[src/rtl/cpu_pkg.sv]
// ============================================================================
// Module : cpu_pkg
// Brief  : Shared fetch-sequencer state encoding and reset constants.
// Rev    : 1.0  initial release
// ============================================================================
`default_nettype none

package cpu_pkg;

  typedef enum logic [2:0] {
    IDLE  = 3'd0,
    RD_U  = 3'd1,
    LD_U  = 3'd2,
    RD_L  = 3'd3,
    LD_L  = 3'd4,
    VALID = 3'd5
  } fetch_state_t;

  localparam int unsigned PC_RESET = 0;

endpackage

`default_nettype wire

[src/rtl/pc_reg.sv]
// ============================================================================
// Module : pc_reg
// Brief  : Program counter with load (priority) and modulo increment.
// Rev    : 1.0  initial release
// ============================================================================
`default_nettype none

module pc_reg
  import cpu_pkg::*;
#(
  parameter int PC_WIDTH = 8
) (
  input  logic                clk,
  input  logic                reset,
  input  logic                load,
  input  logic                inc,
  input  logic [PC_WIDTH-1:0] d,
  output logic [PC_WIDTH-1:0] q
);

  logic [PC_WIDTH-1:0] r_pc;

  // Increment wraps naturally at 2^PC_WIDTH.
  always_ff @(posedge clk or negedge reset) begin
    if (!reset) begin
      r_pc <= PC_WIDTH'(PC_RESET);
    end else if (load) begin
      r_pc <= d;
    end else if (inc) begin
      r_pc <= r_pc + PC_WIDTH'(1);
    end
  end

  assign q = r_pc;

endmodule

`default_nettype wire

[src/rtl/fetch_ctrl.sv]
// ============================================================================
// Module : fetch_ctrl
// Brief  : Two-byte instruction fetch sequencer with valid/ack handoff.
// Rev    : 1.0  initial release
// ============================================================================
`default_nettype none

module fetch_ctrl
  import cpu_pkg::*;
#(
  parameter int PC_WIDTH = 8
) (
  input  logic                clk,
  input  logic                reset,
  input  logic                fetch_req,
  input  logic                pc_load,
  input  logic [PC_WIDTH-1:0] pc_in,
  input  logic                mem_ready,
  input  logic                ir_ack,
  output logic [PC_WIDTH-1:0] mem_addr,
  output logic                mem_rd,
  output logic                LOAD_IRU,
  output logic                LOAD_IRL,
  output logic                ir_valid,
  output logic [PC_WIDTH-1:0] pc,
  output logic                busy
);

  fetch_state_t r_state;
  fetch_state_t w_next;
  logic         w_pc_load;
  logic         w_pc_inc;

  always_ff @(posedge clk or negedge reset) begin
    if (!reset) begin
      r_state <= IDLE;
    end else begin
      r_state <= w_next;
    end
  end

  // A jump in IDLE defers the fetch one cycle so it starts from the new PC.
  always_comb begin
    w_next = r_state;
    unique case (r_state)
      IDLE:    if (!pc_load && fetch_req) w_next = RD_U;
      RD_U:    if (mem_ready) w_next = LD_U;
      LD_U:    w_next = RD_L;
      RD_L:    if (mem_ready) w_next = LD_L;
      LD_L:    w_next = VALID;
      VALID:   if (ir_ack) w_next = IDLE;
      default: w_next = IDLE;
    endcase
  end

  always_comb begin
    mem_rd    = (r_state == RD_U) || (r_state == RD_L);
    LOAD_IRU  = (r_state == LD_U);
    LOAD_IRL  = (r_state == LD_L);
    ir_valid  = (r_state == VALID);
    busy      = (r_state != IDLE) && (r_state != VALID);
    w_pc_load = pc_load && ((r_state == IDLE) || (r_state == VALID));
    w_pc_inc  = (r_state == LD_U) || (r_state == LD_L);
  end

  pc_reg #(
    .PC_WIDTH (PC_WIDTH)
  ) u_pc_reg (
    .clk   (clk),
    .reset (reset),
    .load  (w_pc_load),
    .inc   (w_pc_inc),
    .d     (pc_in),
    .q     (pc)
  );

  assign mem_addr = pc;

endmodule

`default_nettype wire

[config.mk]
export PLATFORM = sky130hd
export DESIGN_NAME = fetch_ctrl
export DESIGN_NICKNAME = d
export VERILOG_FILES = /design/src/rtl/cpu_pkg.sv /design/src/rtl/pc_reg.sv /design/src/rtl/fetch_ctrl.sv
export SDC_FILE = /design/constraint.sdc
export NUM_CORES = 1
export LEC_CHECK = 0
export CAP_MARGIN = 20
export CORE_MARGIN = 3
export CORE_UTILIZATION = 36
export DETAILED_ROUTE_END_ITERATION = 7
export GPL_TIMING_DRIVEN = 0
export PLACE_DENSITY = 0.86
export SYNTH_ARGS = -nofsm -noshare
export SYNTH_HDL_FRONTEND = slang
export SYNTH_HIERARCHICAL = 1
export SYNTH_SLANG_ARGS = --single-unit
[constraint.sdc]
create_clock -name clk -period 1.8 [get_ports clk]
set_clock_uncertainty 0.1 [all_clocks]
set_input_delay 0.36 -clock clk [delete_from_list [all_inputs] [get_ports clk]]
set_output_delay 0.36 -clock clk [all_outputs]
set_load 0.02 [all_outputs]
# [After elaboration in Yosys (flattened, before gate mapping)]
# Cells that the tools add are included.
[word_totals] regBits=11 latch_bits=0 mem_bits_rw=0 mem_bits_ro=0 word_cells=31 mem_count=0
[classes] addsub=1 multipliers=0 div=0 magnitude_cmp=0 eq_ne=10 shift=0 muxes=7 bitwise_logic=0 reduce_logical=11
[op_table] cell="$pmux W3 S6" count=1
[op_table] cell="$mux W8" count=2
[op_table] cell="$mux W3" count=4
[op_table] cell="$add A8 B1 Y8 const B" count=1
[op_table] cell="$ne A2 B2 Y1 const B" count=4
[op_table] cell="$eq A3 B2 Y1 const B" count=2
[op_table] cell="$eq A3 B3 Y1 const B" count=2
[op_table] cell="$reduce_and A4 Y1" count=1
[op_table] cell="$eq A3 B1 Y1 const B" count=1
[op_table] cell="$logic_and A1 B1 Y1" count=3
[op_table] cell="$logic_not A3 Y1" count=1
[op_table] cell="$logic_or A1 B1 Y1" count=3
[op_table] cell="$ne A3 B3 Y1 const B" count=1
[op_table] cell="$reduce_bool A3 Y1" count=1
[op_table] cell="$reduce_bool A2 Y1" count=1
[op_table] cell="$logic_not A1 Y1" count=1

# [Longest topological paths before layout]
[logic_depth] depth_word=4 mapped_depth=8 depth_no_buf=6

# [Hierarchy]
# Netlist, hierarchy kept.
[by_module_without_submodules] module="pc_reg" instances=1 cells_each=49 area_each_um2=450.4 seq_area_each_um2=200.2
[by_module_without_submodules] module="fetch_ctrl" instances=1 cells_each=33 area_each_um2=282.8 seq_area_each_um2=75.1

# [Worst setup path after synthesis]
# Ideal clock, no wire load.
[synth_timing] kind="register to register" start="reg r_state[0]" end="reg u_pc_reg.r_pc[3], in the netlist u_pc_reg/q[3]" setup_ns=0.132 arrival_time_ns=1.667 required_time_ns=1.568 path_slack_ns=-0.099 stages_incl_launch_ff=8 path_buffers=3 synth_period_minus_slack_ns=1.899 cell_sequence="dfrtp_1 -> buf_6 -> or2_1 -> a21o_1 -> nor2_2 -> clkbuf_1 -> clkbuf_1 -> o21ai_1"
[synth_via] elab_chain_len=4 word_cells_on_any_way=9
[synth_rtl] element="from (decl)" line="fetch_ctrl.sv:29" rtl="fetch_state_t r_state;"
[synth_rtl] element="from (signal assigned)" line="fetch_ctrl.sv:38" rtl="r_state <= w_next;"
[synth_rtl] element="$eq A3 B3 Y1 / $logic_not A3 Y1 (equally long branches)" line="fetch_ctrl.sv:62" rtl="w_pc_load = pc_load && ((r_state == IDLE) || (r_state == VALID));"
[synth_rtl] element="$logic_or A1 B1 Y1 (*)" line="fetch_ctrl.sv:62"
[synth_rtl] element="$logic_and A1 B1 Y1 (*)" line="fetch_ctrl.sv:62"
[synth_rtl] element="net w_pc_load" line="fetch_ctrl.sv:31" rtl="logic w_pc_load;"
[synth_rtl] element="$mux W8 / $reduce_bool A2 Y1 (equally long branches)"
[synth_rtl] element="to (signal assigned)" line="pc_reg.sv:26" rtl="r_pc <= PC_WIDTH'(PC_RESET);"
[synth_rtl] element="to (signal assigned)" line="pc_reg.sv:30" rtl="r_pc <= r_pc + PC_WIDTH'(1);"
[synth_rtl] element="to (decl)" line="pc_reg.sv:21" rtl="logic [PC_WIDTH-1:0] r_pc;"
# The timed path passes the listed nets; every way through them passes the cells marked *.
# A chain may end at the register's enable or synchronous reset.

# [Worst setup path after layout]
[layout_timing] start="reg r_state[0]" end="out busy"
[layout_via] elab_chain_len=2 word_cells_on_any_way=3
[layout_rtl] element="$ne A3 B3 Y1 / $reduce_bool A3 Y1 (equally long branches)" line="fetch_ctrl.sv:61" rtl="busy = (r_state != IDLE) && (r_state != VALID);"
[layout_rtl] element="$logic_and A1 B1 Y1 (*)" line="fetch_ctrl.sv:61"
[layout_rtl] element="to (decl)" line="fetch_ctrl.sv:26" rtl="output logic busy"
# Mark *: on every way between the ends. The rest lies on a longest branch, timed or not.

==> impl_metrics.py <==
metrics = {
    "outcome": {
        "status": "finished with violations",
        "violations": "setup timing",
    },
    "synth": {
        "async_reset_ff_frac": 1.00,
        "post-synth-top-area-cell": "dfrtp_1",
        "ys.flop_type": "dfrtp_1",
        "netlist_instances": 82,
        "synth_most_common_cell": "nand2_1",
        "synth_edf_count": 0,
        "synth_top_area_share": 0.375,
        "ys_types": 27,
        "syn_nets": 97,
        "synth_area_um2": 733,
        "ys_seq_area_frac": 0.375,
        "yosysWarnings": 6,
        "synth_common_cells": "12 x nand2_1, 11 x dfrtp_1, 9 x buf_4",
        "synth_area_leaders": "dfrtp_1 38%, buf_4 9.2%, nand2_1 6.1%, xor2_1 4.8%, o21ai_0 4.1%",
        "syn_area_per_cell_um2": 8.94,
        "synth-seq-cells": 11,
    },
    "drt": {
        "dr.pass1.iters": 4,
        "met2_length_um": 1120,
        "final_antenna_net_count": 0,
        "drc": 0,
        "drt-wirelength-per-cell_um": 13.4,
        "via_per_inst": 4.82,
        "wl_um": 2060,
        "wl_met1_um": 806,
        "num_vias": 738,
        "route.met3.wl_um": 94,
        "drt_iter0_markers": 21,
        "top_layer": "met4",
    },
    "global_route": {
        "grt_pass1_wl_um": 3150,
        "grt_usage": 0.156,
        "grt_start_max_net_pins": 12,
        "grt_pass1_vias": 710,
        "antenna_found_initial": 0,
        "grt_overflow": 0,
    },
    "cells_and_area": {
        "final_nets": 144,
        "design_area_um2": 1230,
        "final_cells": 153,
        "final_core_util": 0.675,
        "area_growth_pct": 67.6,
        "drive_gt1_frac": 0.352,
        "diodes": 0,
    },
    "timing": {
        "timing.final.crit_period_ps": 1830,
        "tightest_slew_ps": 493,
        "worst_slack_ps": -31.9,
        "worst_slew_margin_rel": 0.671,
        "final-setup-viol-count": 1,
        "timing.setup.tns_ps": -31.9,
        "rsz0062_at_grt": "yes",
        "fmax_ghz": 0.546,
        "drv_slew": 0,
        "hold_viol": 0,
        "fin_crit_sh": 1.02,
    },
    "clock_network": {
        "htreeDepth": 1,
        "path_clk_slew_ps": 80,
        "cts_max_path_buffers": 2,
        "cts_buffers": 3,
        "insertion_delay_ps": 260,
        "cts-root-buf": "clkbuf_4",
        "cts_tree": "built",
        "clkSinkCount": 11,
        "ctsHoldBuffers": 0,
    },
    "critical_path": {
        "crit_arrival_ps": 1370,
        "rr_worst_depth": 6,
        "r2r_start": "r_state[2]$_DFFE_PN0P_",
        "criticalPathCategory": "reg -> out",
        "r2r-end": "u_pc_reg/q[7]$_DFFE_PN0P_",
        "critPathLaunchType": "flip-flop",
        "critPathCaptureType": "output pin",
        "ff2ff_setup_slack_ps": 40,
        "cp.required_ps": 1340,
        "crit_fanout": 4,
    },
    "placed_design": {
        "gp_congestion": 0.769,
        "dp.cells": 141,
        "port-buffer-count": 34,
        "post-place-ws_ps": -116,
        "dp_hpwl_um": 1410,
        "place_area_um2": 1110,
    },
    "hold_path": {
        "hold_class": "in -> async",
    },
    "floorplan": {
        "placementRows": 15,
        "dieArea_um2": 2610,
        "die_h_um": 51.1,
        "core_region_area_um2": 1820,
        "start_util": 0.403,
        "dieWidth_um": 51.1,
        "num_io_pins": 35,
    },
    "pwr": {
        "power_density_nw_per_um2": 1900,
        "leakagePower_nw": 0.598,
        "ir_worst_vdd_mv": 1.17,
    },
    "job": {
        "cap_violations": 0,
    },
}
[stage by stage]
step / power (mW) / hold WS [ps]
after floorplan: 1.43 / -35.6
after global placement: 1.99 / 453
after CTS: 2.18 / 340
after detailed placement: 2.04 / 467
after global routing: 2.52 / 342
final: 2.34 / 323
[cell usage in the layout, fill, tap and decap left out, drive strengths merged, types with 2 or more instances in the layout]
| cell | netlist | layout |
|---|---|---|
| a21o | 2 | 2 |
| buf | 10 | 22 |
| clkbuf | 2 | 3 |
| clkdlybuf4s15 | 0 | 2 |
| clkdlybuf4s50 | 0 | 14 |
| dfrtp | 11 | 11 |
| dlygate4sd2 | 0 | 11 |
| dlymetal6s2s | 0 | 5 |
| inv | 2 | 2 |
| nand2 | 12 | 12 |
| nand2b | 2 | 2 |
| nand3 | 5 | 5 |
| nand4 | 3 | 3 |
| nor2 | 6 | 6 |
| nor2b | 3 | 3 |
| o21ai | 9 | 9 |
| or4 | 3 | 3 |
| xor2 | 4 | 4 |
[repair_timing]
item,CTS,global route
gates cloned,0,1
pin swaps,0,5
buffers inserted,1,6
setup endpoints to repair,26,17
gates resized for setup,34,15
[power by group]
part	internal [mW]	switching, mW	total (mW)
clock	0.0820	0.0870	0.169
combinational	0.810	0.762	1.57
sequential	0.390	0.210	0.600
total	1.28	1.06	2.34
[how the worst max path moves through the flow]
stage | startpoint | endpoint | slack (ps) | cells past startpoint
6_report | r_state[0]$_DFFE_PN0P_ | busy | -30 | 4
3_3_place_gp | r_state[0]$_DFFE_PN0P_ | busy | -110 | 4
4_1_cts | r_state[0]$_DFFE_PN0P_ | busy | -40 | 4
2_1_floorplan | r_state[2]$_DFFE_PN0P_ | u_pc_reg/q[7]$_DFFE_PN0P_ | 20 | 6
3_5_place_dp | r_state[0]$_DFFE_PN0P_ | busy | -120 | 4
5_1_grt | r_state[0]$_DFFE_PN0P_ | busy | -100 | 4
[area by class of cell]
type,count,area [µm²]
buffer,12,97.6
clock buffer,3,22.5
clock inverter,1,5.00
fill,155,592
inverter,2,7.51
multi-input combinational,57,385
sequential,11,284
tap,25,31.3
timing repair buffer,42,395
[kinds of logic after synthesis]
group / Yosys count / synth area share
adders and majority gates: 1 / 0.0171
AOI/OAI and AO/OA: 14 / 0.128
buffers and inverters: 14 / 0.128
DFF: 11 / 0.375
muxes: 2 / 0.0341
xor gates and xnor gates: 5 / 0.0597
and+or+nand+nor: 35 / 0.258
[metal layers]
| layer | vias up | track usage |
|---|---|---|
| met1 | 350 | 0.193 |
| met3 | 4 | 0.0321 |
| met5 | - | 0 |
| met4 | 0 | 0.0404 |
| met2 | 22 | 0.275 |
| li1 | 362 | - |
[registers in the layout (all words and copies together), names as in the netlist]
name and flops:
u_pc_reg/q 8, r_state 3
[worst max-delay path: stages, from the launching register on]
cell	delay, ps
dfrtp_1	410
buf_6	140
or2_4	220
a21o_1	210
buf_6	130
(Power assumes the default switching activity.)
